===== src/rtl/banked_mmu.sv =====
// Clocked 65xx address decoder with RAM bank register and EEPROM wait-state generator.
// Define MMU_EEPROM_WP_EN to make the wp bit block EEPROM writes and flag wp_fault.
module banked_mmu #(
  parameter int unsigned ADDR_W      = 16,
  parameter int unsigned BANK_W      = 4,
  parameter int unsigned EEPROM_WAIT = 2,
  parameter int unsigned DATA_W      = 8
) (
  input  logic              clk,
  input  logic              reset,
  input  logic [ADDR_W-1:0] addr,
  input  logic              rw,
  input  logic              bus_valid,
  input  logic [DATA_W-1:0] data_in,
  output logic [DATA_W-1:0] data_out,
  output logic              data_oe,
  output logic              rdy,
  output logic [BANK_W-1:0] ram_bank,
  output logic              ram_ce_n,
  output logic              acia_ce_n,
  output logic              via_ce_n,
  output logic              eeprom_ce_n,
  output logic              wp_fault
);

  localparam logic       WAIT_EN    = (EEPROM_WAIT != 0);
  localparam logic [3:0] COUNT_INIT = 4'(WAIT_EN ? EEPROM_WAIT - 1 : 0);

  typedef enum logic [1:0] {StIdle, StWait, StReady} state_e;

  state_e            state_q, state_d;
  logic [3:0]        count_q, count_d;
  logic [BANK_W-1:0] bank_q;
  logic              wp_q;

  logic [2:0] region;
  logic       sub_sel;
  logic       sel_ram_fixed, sel_ram_bank, sel_acia, sel_mmu, sel_via, sel_eeprom;
  logic       access;
  logic       mmu_wr;
  logic       eeprom_block;

  // Only the top nibble of addr and a few data_in bits are decoded.
  logic unused_bits;
  assign unused_bits = ^{addr, data_in};

  assign region  = addr[ADDR_W-1 -: 3];
  assign sub_sel = addr[ADDR_W-4];

  always_comb begin
    sel_ram_fixed = (region == 3'b000);
    sel_ram_bank  = (region == 3'b001);
    sel_acia      = (region == 3'b010) && !sub_sel;
    sel_mmu       = (region == 3'b010) && sub_sel;
    sel_via       = (region == 3'b011);
    sel_eeprom    = region[2];
  end

  assign access = bus_valid && !reset;

`ifdef MMU_EEPROM_WP_EN
  assign eeprom_block = !rw && wp_q;
`else
  assign eeprom_block = 1'b0;
`endif

  // Chip enables and bank output
  always_comb begin
    ram_ce_n    = !(access && (sel_ram_fixed || sel_ram_bank));
    acia_ce_n   = !(access && sel_acia);
    via_ce_n    = !(access && sel_via);
    eeprom_ce_n = !(access && sel_eeprom && !eeprom_block);
    ram_bank    = sel_ram_bank ? bank_q : '0;
  end

  // MMU register read path
  always_comb begin
    data_oe  = access && rw && sel_mmu;
    data_out = '0;
    if (data_oe) begin
      data_out[BANK_W-1:0] = bank_q;
      data_out[DATA_W-1]   = wp_q;
    end
  end

  // count holds the wait cycles still to come, including the current one.
  // The IDLE cycle that starts an access is already the first wait cycle.
  always_comb begin
    state_d = state_q;
    count_d = count_q;
    rdy     = 1'b1;
    unique case (state_q)
      StIdle: begin
        if (WAIT_EN && access && sel_eeprom) begin
          rdy     = 1'b0;
          count_d = COUNT_INIT;
          state_d = (COUNT_INIT == 4'd0) ? StReady : StWait;
        end
      end
      StWait: begin
        rdy = 1'b0;
        if (!bus_valid) begin
          state_d = StIdle;
        end else begin
          count_d = count_q - 4'd1;
          if (count_q == 4'd1) begin
            state_d = StReady;
          end
        end
      end
      StReady: begin
        // Completion and abort both return to idle.
        state_d = StIdle;
      end
      default: state_d = StIdle;
    endcase
    if (reset) begin
      rdy = 1'b0;
    end
  end

  assign mmu_wr = access && rdy && !rw && sel_mmu;

  always_ff @(posedge clk) begin
    if (reset) begin
      state_q <= StIdle;
      count_q <= '0;
      bank_q  <= '0;
      wp_q    <= 1'b1;
    end else begin
      state_q <= state_d;
      count_q <= count_d;
      if (mmu_wr) begin
        bank_q <= data_in[BANK_W-1:0];
        wp_q   <= data_in[DATA_W-1];
      end
    end
  end

`ifdef MMU_EEPROM_WP_EN
  logic wp_fault_q;

  always_ff @(posedge clk) begin
    if (reset) begin
      wp_fault_q <= 1'b0;
    end else if (mmu_wr) begin
      wp_fault_q <= 1'b0;
    end else if (access && rdy && sel_eeprom && eeprom_block) begin
      wp_fault_q <= 1'b1;
    end
  end

  assign wp_fault = wp_fault_q;
`else
  assign wp_fault = 1'b0;
`endif

endmodule


===== config.mk =====
export PLATFORM = sky130hd
export DESIGN_NAME = banked_mmu
export DESIGN_NICKNAME = d
export VERILOG_FILES = /design/src/rtl/banked_mmu.sv
export SDC_FILE = /design/constraint.sdc
export NUM_CORES = 1
export LEC_CHECK = 0
export CORE_MARGIN = 5
export CORE_UTILIZATION = 39
export CTS_BUF_LIST = sky130_fd_sc_hd__clkbuf_4
export CTS_CLUSTER_DIAMETER = 40
export DETAILED_ROUTE_END_ITERATION = 8
export PLACE_DENSITY_LB_ADDON = 0.15
export SYNTH_ARGS = -nofsm -noshare
export SYNTH_HDL_FRONTEND = slang
export SYNTH_SLANG_ARGS = --single-unit

===== constraint.sdc =====
create_clock -name clk -period 4.4 [get_ports clk]
set_clock_uncertainty 0.2 [all_clocks]
set_input_delay 0.88 -clock clk [delete_from_list [all_inputs] [get_ports clk]]
set_output_delay 0.88 -clock clk [all_outputs]
set_load 0.02 [all_outputs]

==> impl_metrics.env, run 1 <==
export IMPL_status="complete, no violations"
export IMPL_syn_area_um2=686
export IMPL_syn_to_final_growth_pct=46.2
export IMPL_cts_root_buf="clkbuf_4"
export IMPL_final_nets=141
export IMPL_cap_violations=0
export IMPL_ys_warnings_count=0
export IMPL_clk_path_buf_depth=2
export IMPL_power_switching_mw=0.0574
export IMPL_p_sw_frac=0.260
export IMPL_num_rows=15
export IMPL_critical_path_class="in -> out"
export IMPL_drtAntennaViolNets=0
export IMPL_die_w_um=51.9
export IMPL_r2r_end="bank_q[3]$_SDFFE_PP0P_"
export IMPL_rrSetupSlack_ns=2.90
export IMPL_place_ws_ns=0.494
export IMPL_yosys_area_top_type="dfxtp_1"
export IMPL_hp_class="reg -> reg"
export IMPL_rsz0062_at_grt="no"
export IMPL_postCtsSetupBuffers=0
export IMPL_routed_via_density=4.71
export IMPL_ctsHoldBuffers=0
export IMPL_cts_tree="built"
export IMPL_final_cells=135
export IMPL_synth_edf_count=0
export IMPL_leakage_nw=0.407
export IMPL_end_kind="output port"
export IMPL_dieArea_um2=2700
export IMPL_portBuffers=27
export IMPL_cts_resized_gates=0
export IMPL_wl_per_cell_um=11.8
export IMPL_slew_viol_final=0
export IMPL_total_power_mw=0.221
export IMPL_cts_buffers=3
export IMPL_post_dp_cell_area_um2=972
export IMPL_grt_pass1_vias=624
export IMPL_cts_htree_levels=1
export IMPL_async_flop_share=0
export IMPL_start_util=0.401
export IMPL_vdd_drop_max_uv=140
export IMPL_routabilityCongestion=0.778
export IMPL_min_path_cells=1
export IMPL_synthCells=80
export IMPL_worst_slack_ns=0.551
export IMPL_drc=0
export IMPL_cts_sinks=11
export IMPL_yosysSeqAreaShare=0.321
export IMPL_dp_cells=131
export IMPL_hold_end="count_q[3]$_SDFFE_PP0P_"
export IMPL_io_pins=47
export IMPL_tns_ns=0
export IMPL_worstRegToRegCells=3
export IMPL_powerDensity_nw_per_um2=220
export IMPL_wirelength_um=1590
export IMPL_p_int_mw=0.163
export IMPL_synth_main_ff_cell="dfxtp_1"
export IMPL_dr_pass1_iters=4
export IMPL_worstReg2RegStart="state_q[0]$_SDFFE_PP0P_"
export IMPL_grtUsageTotal=0.141
export IMPL_arrival_ns=2.77
export IMPL_drt_iter0_markers=7
export IMPL_die_y_um=51.9
export IMPL_place_hpwl_um=1230
export IMPL_seqPwrFrac=0.473
export IMPL_period_needed_ns=3.85
export IMPL_fin_area_um2=1000
export IMPL_synth_top_area_frac=0.321
export IMPL_cp_max_fo=6
export IMPL_fin_crit_sh=0.875
export IMPL_core_area_um2=1710
export IMPL_power_frac_comb=0.183
export IMPL_hold_path_startpoint="count_q[3]$_SDFFE_PP0P_"
export IMPL_timing_fmax_mhz=260
export IMPL_grt_max_degree=15
export IMPL_setup_viol=0
export IMPL_crit_required_ns=3.32
export IMPL_hold_violations=0
export IMPL_clk_pin_slew_ns=0.07
export IMPL_yosys_register_bits=11
export IMPL_avgSynthCellArea_um2=8.57
export IMPL_insertion_delay_ns=0.26
export IMPL_yosysUniqueCellTypes=28
export IMPL_grt_antenna_before_repair=0
export IMPL_cp_start_kind="primary input"
export IMPL_yosys_top_cells_area="dfxtp_1 32%, mux2_2 6.6%, nor2b_1 5.5%, and2_1 4.6%, and3_1 4.6%"
export IMPL_num_vias=636
export IMPL_antenna_cells=0
export IMPL_overflow=0
export IMPL_grt_pass1_wl_um=2850
export IMPL_drive_gt1_frac=0.109
export IMPL_power_share_clock=0.343
## layer usage
layer,up-vias,share of wire,GRT usage
met4,0,0.0088,0.0524
met5,-,0,0
met1,286,0.46,0.179
li1,329,-,-
met2,19,0.45,0.215
met3,2,0.084,0.0516
## synth_stat cells (all sizes together) (3+ instances only)
| cell | count |
|---|---|
| dfxtp | 11 |
| nand2b | 3 |
| mux2 | 4 |
| and2 | 5 |
| nand2 | 4 |
| o21ai | 3 |
| nor2b | 6 |
| inv | 4 |
| buf | 4 |
| nor2 | 8 |
| and3 | 5 |
| a21oi | 5 |
## how the worst max path moves through the flow
stage / startpoint / end / slack [ns] / cells after the start
finish: addr[15] / data_out[2] / 0.55 / 5
global route: bus_valid / data_out[7] / 0.38 / 5
CTS: addr[15] / data_out[2] / 0.49 / 5
detailed placement: addr[15] / data_out[2] / 0.49 / 5
global placement: addr[15] / data_out[7] / 0.54 / 5
floorplan: addr[15] / data_out[0] / 1.51 / 3
## critical path, cell delays in order
cell and delay (ns):
clkdlybuf4s50_1 0.50, nand4bb_1 0.26, nor3_2 0.33, and2_1 0.18, clkdlybuf4s50_1 0.61
## cell type report
class | instances | area (um2)
multi-input cells | 63 | 428
clock buffers | 4 | 30.0
flip-flops and latches | 11 | 220
inverters | 4 | 15.0
well taps | 25 | 31.3
fillers | 161 | 706
repair buffers | 28 | 278
## cells by family after synthesis
| family | count (synthesis) | share of synthesized area |
|---|---|---|
| buffers and inverters | 9 | 0.0712 |
| flip-flops | 11 | 0.321 |
| multiplexers | 5 | 0.0803 |
| adder cells (fa/ha/maj) | 2 | 0.0365 |
| AO/OA/AOI/OAI | 11 | 0.120 |
| AND/OR/NAND/NOR | 41 | 0.365 |
| other | 1 | 0.00547 |
## registers in the layout (all words and copies together), names as in the netlist
| signal | flops |
|---|---|
| bank_q | 4 |
| wp_q | 1 |
| count_q | 4 |
| state_q | 2 |
## metrics by stage
stage / hold WS [ns] / utilization
6_report: 0.288 / 0.587
5_1_grt: 0.330 / 0.587
4_1_cts: 0.285 / 0.587
3_5_place_dp: 0.271 / 0.569
3_3_place_gp: 0.265 / 0.569
2_1_floorplan: 0.249 / -
## power groups by stage
stage / registers [mW] / logic (mW) / clock network, mW
2_1_floorplan: 0.106 / 0.0232 / 0
3_3_place_gp: 0.107 / 0.0401 / 0
3_5_place_dp: 0.107 / 0.0404 / 0
4_1_cts: 0.104 / 0.0407 / 0.0786
5_1_grt: 0.105 / 0.0443 / 0.0860
6_report: 0.104 / 0.0405 / 0.0758
## placed cells by master (no fill, tap or decap), types with 5 or more instances in the layout
cell / netlist / final
clkdlybuf4s50_1: 0 / 27
dfxtp_1: 11 / 11
nor2_1: 8 / 8
nor2b_1: 6 / 6
and3_1: 5 / 5
and2_1: 5 / 5
a21oi_1: 5 / 5
(Power assumes the default switching activity.)
==> inputs of run 2 (changes only) <==
--- a/config.mk
+++ b/config.mk
@@ -10,7 +10,9 @@
 export CTS_BUF_LIST = sky130_fd_sc_hd__clkbuf_4
 export CTS_CLUSTER_DIAMETER = 40
 export DETAILED_ROUTE_END_ITERATION = 8
+export MAX_ROUTING_LAYER = met4
 export PLACE_DENSITY_LB_ADDON = 0.15
+export REMOVE_ABC_BUFFERS = 1
 export SYNTH_ARGS = -nofsm -noshare
 export SYNTH_HDL_FRONTEND = slang
 export SYNTH_SLANG_ARGS = --single-unit
==> impl_metrics.env, run 2 (synthesis gave the netlist of run 1 again) <==
export IMPL_status="complete, no violations"
export IMPL_final_cells=135
export IMPL_wirelength_um=1660
export IMPL_worstRegToRegCells=3
export IMPL_worst_slack_ns=0.573
export IMPL_place_ws_ns=0.535
export IMPL_hold_violations=0
export IMPL_dp_cells=131
export IMPL_vdd_drop_max_uv=159
export IMPL_cts_resized_gates=0
export IMPL_p_int_mw=0.163
export IMPL_cp_top_family="buffers and inverters"
export IMPL_crit_required_ns=3.32
export IMPL_antenna_cells=0
export IMPL_clk_pin_slew_ns=0.08
export IMPL_routed_via_density=4.84
export IMPL_critPathMaxStageDelay_ns=0.61
export IMPL_grt_use_met1=0.148
export IMPL_final_cell_mix="27 x clkdlybuf4s50_1, 11 x dfxtp_1, 8 x nor2_1, 6 x nor2b_1"
export IMPL_crit_buf_inv=2
export IMPL_end_kind="output port"
export IMPL_cp_depth=5
export IMPL_grt_met2_usage=0.232
export IMPL_powerDensity_nw_per_um2=221
export IMPL_grt_max_degree=15
export IMPL_final_util=0.587
export IMPL_power_share_clock=0.344
export IMPL_total_power_mw=0.222
export IMPL_critical_path_class="in -> out"
export IMPL_die_w_um=51.9
export IMPL_cts_root_buf="clkbuf_4"
export IMPL_holdWs_ns=0.288
export IMPL_die_y_um=51.9
export IMPL_largest_registers="bank_q (4), count_q (4), state_q (2)"
export IMPL_period_needed_ns=3.83
export IMPL_cts_sinks=11
export IMPL_overflow=0
export IMPL_setup_viol=0
export IMPL_mostFrequentLayoutCell="clkdlybuf4s50_1"
export IMPL_start_util=0.401
export IMPL_grt_busiest_layer="met2"
export IMPL_cts_tree="built"
export IMPL_cp_start_kind="primary input"
export IMPL_p_sw_frac=0.263
export IMPL_min_path_cells=1
export IMPL_leakage_nw=0.407
export IMPL_hp_class="reg -> reg"
export IMPL_dieArea_um2=2700
export IMPL_io_pins=47
export IMPL_cts_buffers=3
export IMPL_timing_fmax_mhz=261
export IMPL_num_vias=654
export IMPL_rsz0062_at_grt="no"
export IMPL_cp_max_fo=6
export IMPL_routabilityCongestion=0.808
export IMPL_drive_gt1_frac=0.109
export IMPL_crit_chain="clkdlybuf4s50_1, nand4bb_1, nor3_2, and2_1, clkdlybuf4s50_1"
export IMPL_portBuffers=27
export IMPL_grt_antenna_before_repair=0
export IMPL_seqPwrFrac=0.471
export IMPL_syn_to_final_growth_pct=46.2
export IMPL_fin_area_um2=1000
export IMPL_core_area_um2=1710
export IMPL_critPathMostFrequentCell="clkdlybuf4s50_1"
export IMPL_gr_usage_met3=0.0573
export IMPL_cts_htree_levels=1
export IMPL_multi_input_area_um2=428
export IMPL_regArea_um2=220
export IMPL_final_nets=141
export IMPL_place_hpwl_um=1260
export IMPL_postCtsSetupBuffers=0
export IMPL_drt_iter0_markers=13
export IMPL_post_dp_cell_area_um2=972
export IMPL_grt_pass1_wl_um=2730
export IMPL_insertion_delay_ns=0.27
export IMPL_drtAntennaViolNets=0
export IMPL_arrival_ns=2.75
export IMPL_slew_viol_final=0
export IMPL_cpMaxStageDelayCell="clkdlybuf4s50_1"
export IMPL_drc=0
export IMPL_power_frac_comb=0.185
export IMPL_n_fill_cell=159
export IMPL_num_rows=15
export IMPL_cap_violations=0
export IMPL_fin_crit_sh=0.870
export IMPL_clk_path_buf_depth=2
export IMPL_grt_pass1_vias=600
export IMPL_tns_ns=0
export IMPL_wl_per_cell_um=12.3
export IMPL_grtUsageTotal=0.138
export IMPL_dr_pass1_iters=4
export IMPL_ctsHoldBuffers=0
export IMPL_power_switching_mw=0.0583
-- run 2: cell counts in the layout (fill, tap and decap cells not counted) --
Identical to the previous run, type by type.
-- run 2: worst paths after layout --
path / slack [ns] / end / startpoint
worst max register to register: 2.87 / bank_q[2]$_SDFFE_PP0P_ / state_q[0]$_SDFFE_PP0P_
worst min-delay path: 0.29 / count_q[3]$_SDFFE_PP0P_ / count_q[3]$_SDFFE_PP0P_
worst max-delay path: 0.57 / data_out[1] / addr[15]
worst min register to register: 0.29 / count_q[3]$_SDFFE_PP0P_ / count_q[3]$_SDFFE_PP0P_
-- run 2: final cells by class --
class | count | share of cell area
well taps | 25 | 0.0312
inverters | 4 | 0.0150
flip-flops and latches | 11 | 0.220
repair buffers | 28 | 0.277
clock buffers | 4 | 0.0300
multi-input cells | 63 | 0.427
-- run 2: metal layers --
metal  vias to the layer above  part of all wire
met5                         -                 0
met4                         0            0.0066
met3                         2             0.089
met2                        23              0.49
met1                       303              0.41
li1                        326                 -
-- run 2: power groups by stage --
stage	Clock [mW]	Sequential [mW]	Combinational [mW]
floorplan	0	0.106	0.0194
CTS	0.0771	0.104	0.0412
global route	0.0821	0.105	0.0448
global placement	0	0.107	0.0403
finish	0.0763	0.104	0.0410
detailed placement	0	0.107	0.0408
